===== src/rtl/beep_pkg.sv =====
// beep_pkg: state encoding and cycle/width helpers shared by the beep driver.
package beep_pkg;

   typedef enum logic [1:0] {IDLE, ON, GAP} state_t;

   // 64-bit intermediate: ON_US * CLK_HZ overflows 32 bits at default settings.
   function automatic int unsigned us_to_cyc(input longint unsigned us, input longint unsigned clk_hz);
      return 32'(us * clk_hz / 64'd1_000_000);
   endfunction

   function automatic int unsigned cnt_w(input int unsigned n);
      return (n <= 1) ? 1 : $clog2(n);
   endfunction

endpackage


===== src/rtl/beep_driver_tone_gen.sv =====
// tone_gen: square wave starting high, toggling every HALF cycles while enabled.
module tone_gen
   import beep_pkg::*;
#(
   parameter int unsigned HALF = 5
) (
   input  logic clk,
   input  logic rst,
   input  logic en,
   input  logic restart,
   output logic sq
);

   localparam int unsigned HW = cnt_w(HALF);
   localparam logic [HW-1:0] H_LAST = HW'(HALF - 1);

   logic [HW-1:0] hc;

   always_ff @(posedge clk or posedge rst)
      if (rst) begin
         sq <= 1'b0;
         hc <= '0;
      end else if (!en || restart) begin
         sq <= en;
         hc <= '0;
      end else if (hc == H_LAST) begin
         sq <= ~sq;
         hc <= '0;
      end else
         hc <= hc + 1'b1;

endmodule


===== src/rtl/beep_driver.sv =====
// beep_driver: queues request pulses and plays each as a tone burst plus LED, then a silent gap.
module beep_driver
   import beep_pkg::*;
#(
   parameter int unsigned CLK_HZ  = 1_000_000,
   parameter int unsigned TONE_HZ = 2000,
   parameter int unsigned ON_US   = 100000,
   parameter int unsigned OFF_US  = 50000,
   parameter int unsigned PEND_W  = 3
) (
   input  logic              clk,
   input  logic              rst,
   input  logic              beep_req,
   output logic              buzzer_out,
   output logic              led_out,
   output logic              busy,
   output logic [PEND_W-1:0] pending,
   output logic              drop
);

   localparam int unsigned HALF    = CLK_HZ / (2 * TONE_HZ);
   localparam int unsigned ON_CYC  = us_to_cyc(ON_US, CLK_HZ);
   localparam int unsigned OFF_CYC = us_to_cyc(OFF_US, CLK_HZ);
   localparam int unsigned CW      = cnt_w(ON_CYC) > cnt_w(OFF_CYC) ? cnt_w(ON_CYC) : cnt_w(OFF_CYC);
   localparam logic [CW-1:0] ON_LAST  = CW'(ON_CYC - 1);
   localparam logic [CW-1:0] OFF_LAST = CW'(OFF_CYC - 1);
   localparam logic [PEND_W-1:0] MAXP = '1;

   state_t            state, state_nx;
   logic [CW-1:0]     cnt;
   logic [PEND_W-1:0] pend_nx;
   logic              launch, drop_nx;

   always_comb begin
      launch   = (state == IDLE || (state == GAP && cnt == OFF_LAST)) && (pending != '0 || beep_req);
      state_nx = launch                         ? ON   :
                 state == ON  && cnt == ON_LAST  ? GAP  :
                 state == GAP && cnt == OFF_LAST ? IDLE : state;
      // A request arriving on a launch cycle cancels the pending decrement.
      pend_nx  = launch                       ? (beep_req ? pending : pending - 1'b1) :
                 beep_req && pending != MAXP  ? pending + 1'b1 : pending;
      drop_nx  = !launch && beep_req && pending == MAXP;
   end

   always_ff @(posedge clk or posedge rst)
      if (rst) begin
         state   <= IDLE;
         cnt     <= '0;
         pending <= '0;
         drop    <= 1'b0;
         led_out <= 1'b0;
         busy    <= 1'b0;
      end else begin
         state   <= state_nx;
         cnt     <= (state_nx != state || state == IDLE) ? '0 : cnt + 1'b1;
         pending <= pend_nx;
         drop    <= drop_nx;
         led_out <= state_nx == ON;
         busy    <= state_nx != IDLE;
      end

   tone_gen #(.HALF(HALF)) u_tone (
      .clk     (clk),
      .rst     (rst),
      .en      (state_nx == ON),
      .restart (launch),
      .sq      (buzzer_out)
   );

endmodule


===== config.mk =====
export PLATFORM = sky130hd
export DESIGN_NAME = beep_driver
export DESIGN_NICKNAME = d
export VERILOG_FILES = /design/src/rtl/beep_pkg.sv /design/src/rtl/beep_driver_tone_gen.sv /design/src/rtl/beep_driver.sv
export SDC_FILE = /design/constraint.sdc
export NUM_CORES = 1
export LEC_CHECK = 0
export CELL_PAD_IN_SITES_DETAIL_PLACEMENT = 0
export CELL_PAD_IN_SITES_GLOBAL_PLACEMENT = 1
export CORE_MARGIN = 4
export CORE_UTILIZATION = 24
export DETAILED_ROUTE_END_ITERATION = 16
export GPL_TIMING_DRIVEN = 0
export PLACE_DENSITY = 0.45
export SYNTH_ARGS = -nofsm -noshare
export SYNTH_HDL_FRONTEND = slang
export SYNTH_SLANG_ARGS = --single-unit

===== constraint.sdc =====
create_clock -name clk -period 2.65 [get_ports clk]
set_input_delay 0.53 -clock clk [delete_from_list [all_inputs] [get_ports clk]]
set_output_delay 0.53 -clock clk [all_outputs]
set_load 0.01 [all_outputs]

[After elaboration in Yosys (flattened, before gate mapping)]
Index checks and enable logic that the tools add are counted.
Word-level totals
  bits in registers: 34
  bits of input ports: 3
  output and inout port bits: 7
  logic and storage cells: 52
Operators by class
  add/subtract/negate cells: 4
  equal/unequal tests: 10
  muxes and demuxes: 11
  bitwise operators: 1
  reduce and logical (&&, ||, !) cells: 18
Operators with widths (count)
  adder 17 x 1 -> 17 bit, second input constant: 1
  equality test 17 x 16 -> 1 bit, second input constant: 1
  equality test 17 bit, second input constant: 1
  two-way mux 17 bit: 1
  two-way mux 8 bit: 2
  two-way mux 3 bit: 3
  adder 8 x 1 -> 8 bit, second input constant: 1
  equality test 8 bit, second input constant: 1
  logical AND 1 bit: 6
  two-way mux 2 bit: 3
  nonzero test 2 bit: 3
  equality test 2 x 1 -> 1 bit, second input constant: 2
  logical OR 1 bit: 4
  adder 3 x 1 -> 3 bit, second input constant: 1
  equality test 3 bit, second input constant: 1
  != test 3 bit, second input constant: 1
  nonzero test 3 bit: 1
  subtractor 3 x 1 -> 3 bit, second input constant: 1
  equality test 2 bit, second input constant: 1
  zero test 1 bit: 2
  zero test 2 bit: 1
  two-way mux 1 bit: 2
  != test 2 bit: 1
  != test 2 bit, second input constant: 1
  2 further kinds: 2

[Longest topological paths before layout]
  depth in word-level cells: 9
  mapped depth: 11
  depth with buffers taken out: 11

[Modules after synthesis]
From an unflattened synthesis, not the netlist that was laid out.
Second synthesis, totals
  cell total of the unflattened synthesis: 191
  area total of the unflattened synthesis: 1820.5 um2
Modules (own cells, without submodules)
  beep_driver: instances 1, cells an instance 146, area an instance 1370.1 um2, sequential area each 625.6 um2
  tone_gen: instances 1, cells an instance 45, area an instance 450.4 um2, sequential area each 225.2 um2

[Worst setup path before layout]
Ideal clock, no wire load.
  kind: register -> register
  start point: register cnt[5]
  end point: register pending[1]
  library setup time: 0.138 ns
  data arrival time: 2.685 ns
  required time: 2.512 ns
  path slack: -0.173 ns
  stages on the path, launching flop included: 11
  buffers on the path: 0
  period minus slack after synthesis: 2.823 ns
  path through: dfrtp_1 -> or4_4 -> nor4_4 -> a21oi_2 -> a21o_4 -> fa_1 -> inv_1 -> a21oi_1 -> nor2_1 -> a31oi_1 -> o211ai_1
Between the ends
  word-level cells in the longest chain between the ends: 6
  elaborated cells on any way between the ends: 8
  classes of those cells: eq/ne: 2; mux: 1; reduce/logical: 5
Ends and longest elaborated chain
  start: declaration: line beep_driver.sv:30  | logic [CW-1:0] cnt;
  start signal: assignment: line beep_driver.sv:55  | cnt <= (state_nx != state || state == IDLE) ? '0 : cnt + 1'b1;
  equality test 17 x 16 -> 1 bit *: line beep_driver.sv:35  | launch = (state == IDLE || (state == GAP && cnt == OFF_LAST)) && (pending != '0 || beep_req);
  logical AND 1 bit *: line beep_driver.sv:35
  logical OR 1 bit *: line beep_driver.sv:35
  logical AND 1 bit *: line beep_driver.sv:35
  != test 2 bit (no source line) / nonzero test 2 bit (equally long branches)
  AND reduction 2 bit (no source line)
  end signal: assignment: line beep_driver.sv:56  | pending <= pend_nx;
  end: declaration: line beep_driver.sv:17  | output logic [PEND_W-1:0] pending,
Mark *: on every way between the ends. The rest lies on a longest branch, timed or not.
A chain may end at the register's enable or synchronous reset.

[Worst setup path after layout]
  start point: register cnt[13]
  end point: register pending[1]
The elaborated chain is that of the path after synthesis.

==> impl_metrics.py <==
metrics = {
    "logic_synthesis": {
        "synth_seq_cells": 34,
        "synth_fp_nets": 190,
        "avgSynthCellArea_um2": 9.79,
        "syn_area_um2": 1790,
        "ys_warn_count": 0,
        "yosysUniqueCellTypes": 38,
        "seq_area_frac_synth_pct": 47.5,
        "synthCells": 183,
    },
    "critical_path": {
        "cp_max_fo": 3,
        "cpPeakStageDelay_ns": 0.57,
        "worstReg2RegStart": "cnt[13]",
        "crit_path_top_delay_cell": "or4_4",
        "worst_setup_path_start_kind": "flop",
        "setup.worst_path.class": "reg -> reg",
        "cp_cell_sequence": "or4_4 -> nor4_4 -> a21oi_4 -> a21o_4 -> fa_1 -> inv_2 -> a21oi_2 -> nor2_1 -> a31oi_1 -> o211ai_1",
        "crit_start": "cnt[13]",
        "cp.arrival_ns": 2.75,
        "cp.required_ns": 2.81,
        "worstSetupEndpointType": "flop",
    },
    "routing": {
        "routed_wirelength_um": 3890,
        "met2WireLength_um": 1840,
        "ant_nets": 0,
        "drc": 0,
        "routedWlPerCell_um": 12.8,
        "via_count": 1338,
        "dr.max_layer_used": "met4",
        "vias_per_cell": 4.42,
        "met3_length_um": 135,
        "firstDrtPassIters": 4,
        "first_iter_violations": 51,
        "wirelength_met1_um": 1830,
    },
    "clock_tree": {
        "hold_buffers": 0,
        "cts_buffer_depth": 2,
        "clk_pin_slew_ns": 0.08,
        "cts.sinks": 34,
        "clock_latency_ns": 0.29,
        "cts_tree": "built",
        "numCtsBuffers": 5,
        "h-tree-depth": 2,
        "cts_root_buf": "clkbuf_8",
    },
    "final_layout": {
        "drive_above_1_share_pct": 13.2,
        "fin_nets": 210,
        "layout_common_cells": "35 x nor2_1, 34 x dfrtp_1, 11 x nand3_1, 11 x xor2_1, 11 x xnor2_1",
        "area_growth_pct": 19.5,
        "antenna_cells": 0,
        "layout_commonest_cell": "nor2_1",
        "post-route-util_pct": 29.5,
    },
    "global_route": {
        "antenna_found_initial": 0,
        "grt_pass1_vias": 1426,
        "grt_start_max_net_pins": 35,
        "grt_pass1_wl_um": 7040,
        "grt_overflow": 0,
        "track_usage_pct": 10.0,
    },
    "worst_hold_path": {
        "hold_path.startpoint": "cnt[0]",
        "min_path_type": "reg -> reg",
    },
    "power": {
        "p_sw_share_pct": 30.1,
        "peakVddDrop_mv": 0.136,
        "p_sw_uw": 387,
        "p_comb_share_pct": 25.1,
        "seq_power_share_pct": 43.9,
        "p_clk_share_pct": 31.0,
        "p_int_uw": 899,
        "power_density_nw_per_um2": 600,
        "p_leak_nw": 0.868,
    },
    "flow_run": {
        "maxCapViolCount": 0,
    },
    "placed_design": {
        "place_congestion": 0.743,
        "dp_hpwl_um": 2700,
        "io_buffers": 8,
    },
    "floorplanning": {
        "dieArea_um2": 8910,
        "core-area_um2": 7250,
        "rows": 31,
        "die_height_um": 94.4,
        "initial_utilization_pct": 24.7,
        "die_w_um": 94.4,
        "io_pins": 10,
    },
    "outcome": {
        "status": "completed",
    },
    "timing": {
        "rsz0062_at_grt": "true",
        "fin_crit_sh_pct": 97.6,
        "finalSetupTns_ns": 0,
        "slew_headroom_pct": 49.5,
        "slew_viol_final": 0,
        "fmax_mhz": 387,
        "fin_worst_skew_ns": 0.0113,
        "setup_viol": 0,
        "worstMarginPinSlew_ns": 0.756,
        "period_needed_ns": 2.59,
        "hold_viol": 0,
    },
}
[worst max-delay path, delay by kind of cell (launching register included)]
family                   cells  cell delay, ns
AO/OA/AOI/OAI                5            0.65
adder cells (fa/ha/maj)      1            0.52
buffers and inverters        1            0.06
flip-flops                   1            0.38
AND/OR/NAND/NOR              3            0.86
[layer usage]
layer,GRT usage (%),up-vias
met3,2.55,8
met2,16.3,17
met4,4.69,0
met1,12.4,641
met5,0,-
li1,-,672
[kinds of logic (layout without fill, tap and decap cells)]
group | after synthesis | count (layout) | share of synthesized area [%]
DFF | 34 | 34 | 47.5
xor gates and xnor gates | 22 | 22 | 10.8
AOI/OAI and AO/OA | 23 | 23 | 10.5
buffers and inverters | 15 | 36 | 3.35
and+or+nand+nor | 85 | 85 | 24.7
adders and majority gates | 4 | 4 | 3.21
[layout make-up]
cell class	instances	area (um2)
Buffer	5	22.5
Clock buffer	7	86.3
Clock inverter	1	5.00
Fill cell	778	5110
Inverter	10	37.5
Multi-Input combinational cell	134	897
Sequential cell	34	851
Tap cell	99	124
Timing Repair Buffer	13	118
[registers in the layout, indices dropped and copies added, names as in the netlist]
register   flops
u_tone.sq      1
cnt           17
pending        3
busy           1
state          2
drop           1
u_tone.hc      8
led_out        1
[Yosys cell counts, drive strengths merged]
library cell  number  area (um2)
a31oi              4        25.0
nand4              3        18.8
or4                3        26.3
nand3b             1        7.51
ha                 3        37.5
dfrtp             34         851
o211ai             1        7.51
a21oi              3        22.5
nand4b             3        26.3
nand2             10        40.0
o211a              1        10.0
and3               6        37.5
o21ai              5        25.0
xor2              11        96.3
xnor2             11        96.3
a211oi             2        15.0
and2               1        6.26
nand3             12        65.1
a221oi             1        15.0
nor3               6        30.0
nor4               3        33.8
o2bb2ai            1        8.76
buf                2        11.3
fa                 1        20.0
clkbuf             3        11.3
nor4bb             2        20.0
inv               10        37.5
a21o               3        37.5
nor2              35         131
o31ai              1        12.5
o32ai              1        8.76
[per-stage QoR]
step / instance area [um2] / hold slack [ns] / total power [mW] / setup slack [ns] / cells
floorplan: 1790 / 0.423 / 0.789 / -0.0114 / 183
global placement: 2000 / 0.460 / 0.888 / -0.244 / 290
detailed placement: 2000 / 0.470 / 0.889 / -0.237 / 290
CTS: 2140 / 0.480 / 1.31 / -0.0716 / 303
global route: 2140 / 0.513 / 1.38 / -0.132 / 303
finish: 2140 / 0.473 / 1.29 / 0.0645 / 303
[power by group through the flow]
stage	registers (mW)	logic [mW]	clock network, mW
global placement	0.575	0.313	0
floorplan	0.584	0.204	0
detailed placement	0.576	0.313	0
CTS	0.566	0.326	0.421
finish	0.565	0.323	0.398
global route	0.568	0.371	0.438
[path summary, 6_finish.rpt]
kind                         endpoint  slack [ns]  cells past startpoint
max                        pending[1]        0.06                     10
min                            cnt[0]        0.47                      1
max reg2reg                pending[1]        0.06                     10
min reg2reg                    cnt[0]        0.47                      1
max in group asynchronous      cnt[7]        1.47                      2
min in group asynchronous     cnt[16]        0.70                      2
[repair_timing]
action                                  CTS  global route
endpoints found under the hold margin     0             0
endpoints found under the setup margin    2             2
buffers inserted                          5             0
gates resized for setup                   3             1
pin swaps                                 3             2
No activity file was read; power rests on OpenSTA's default activity.
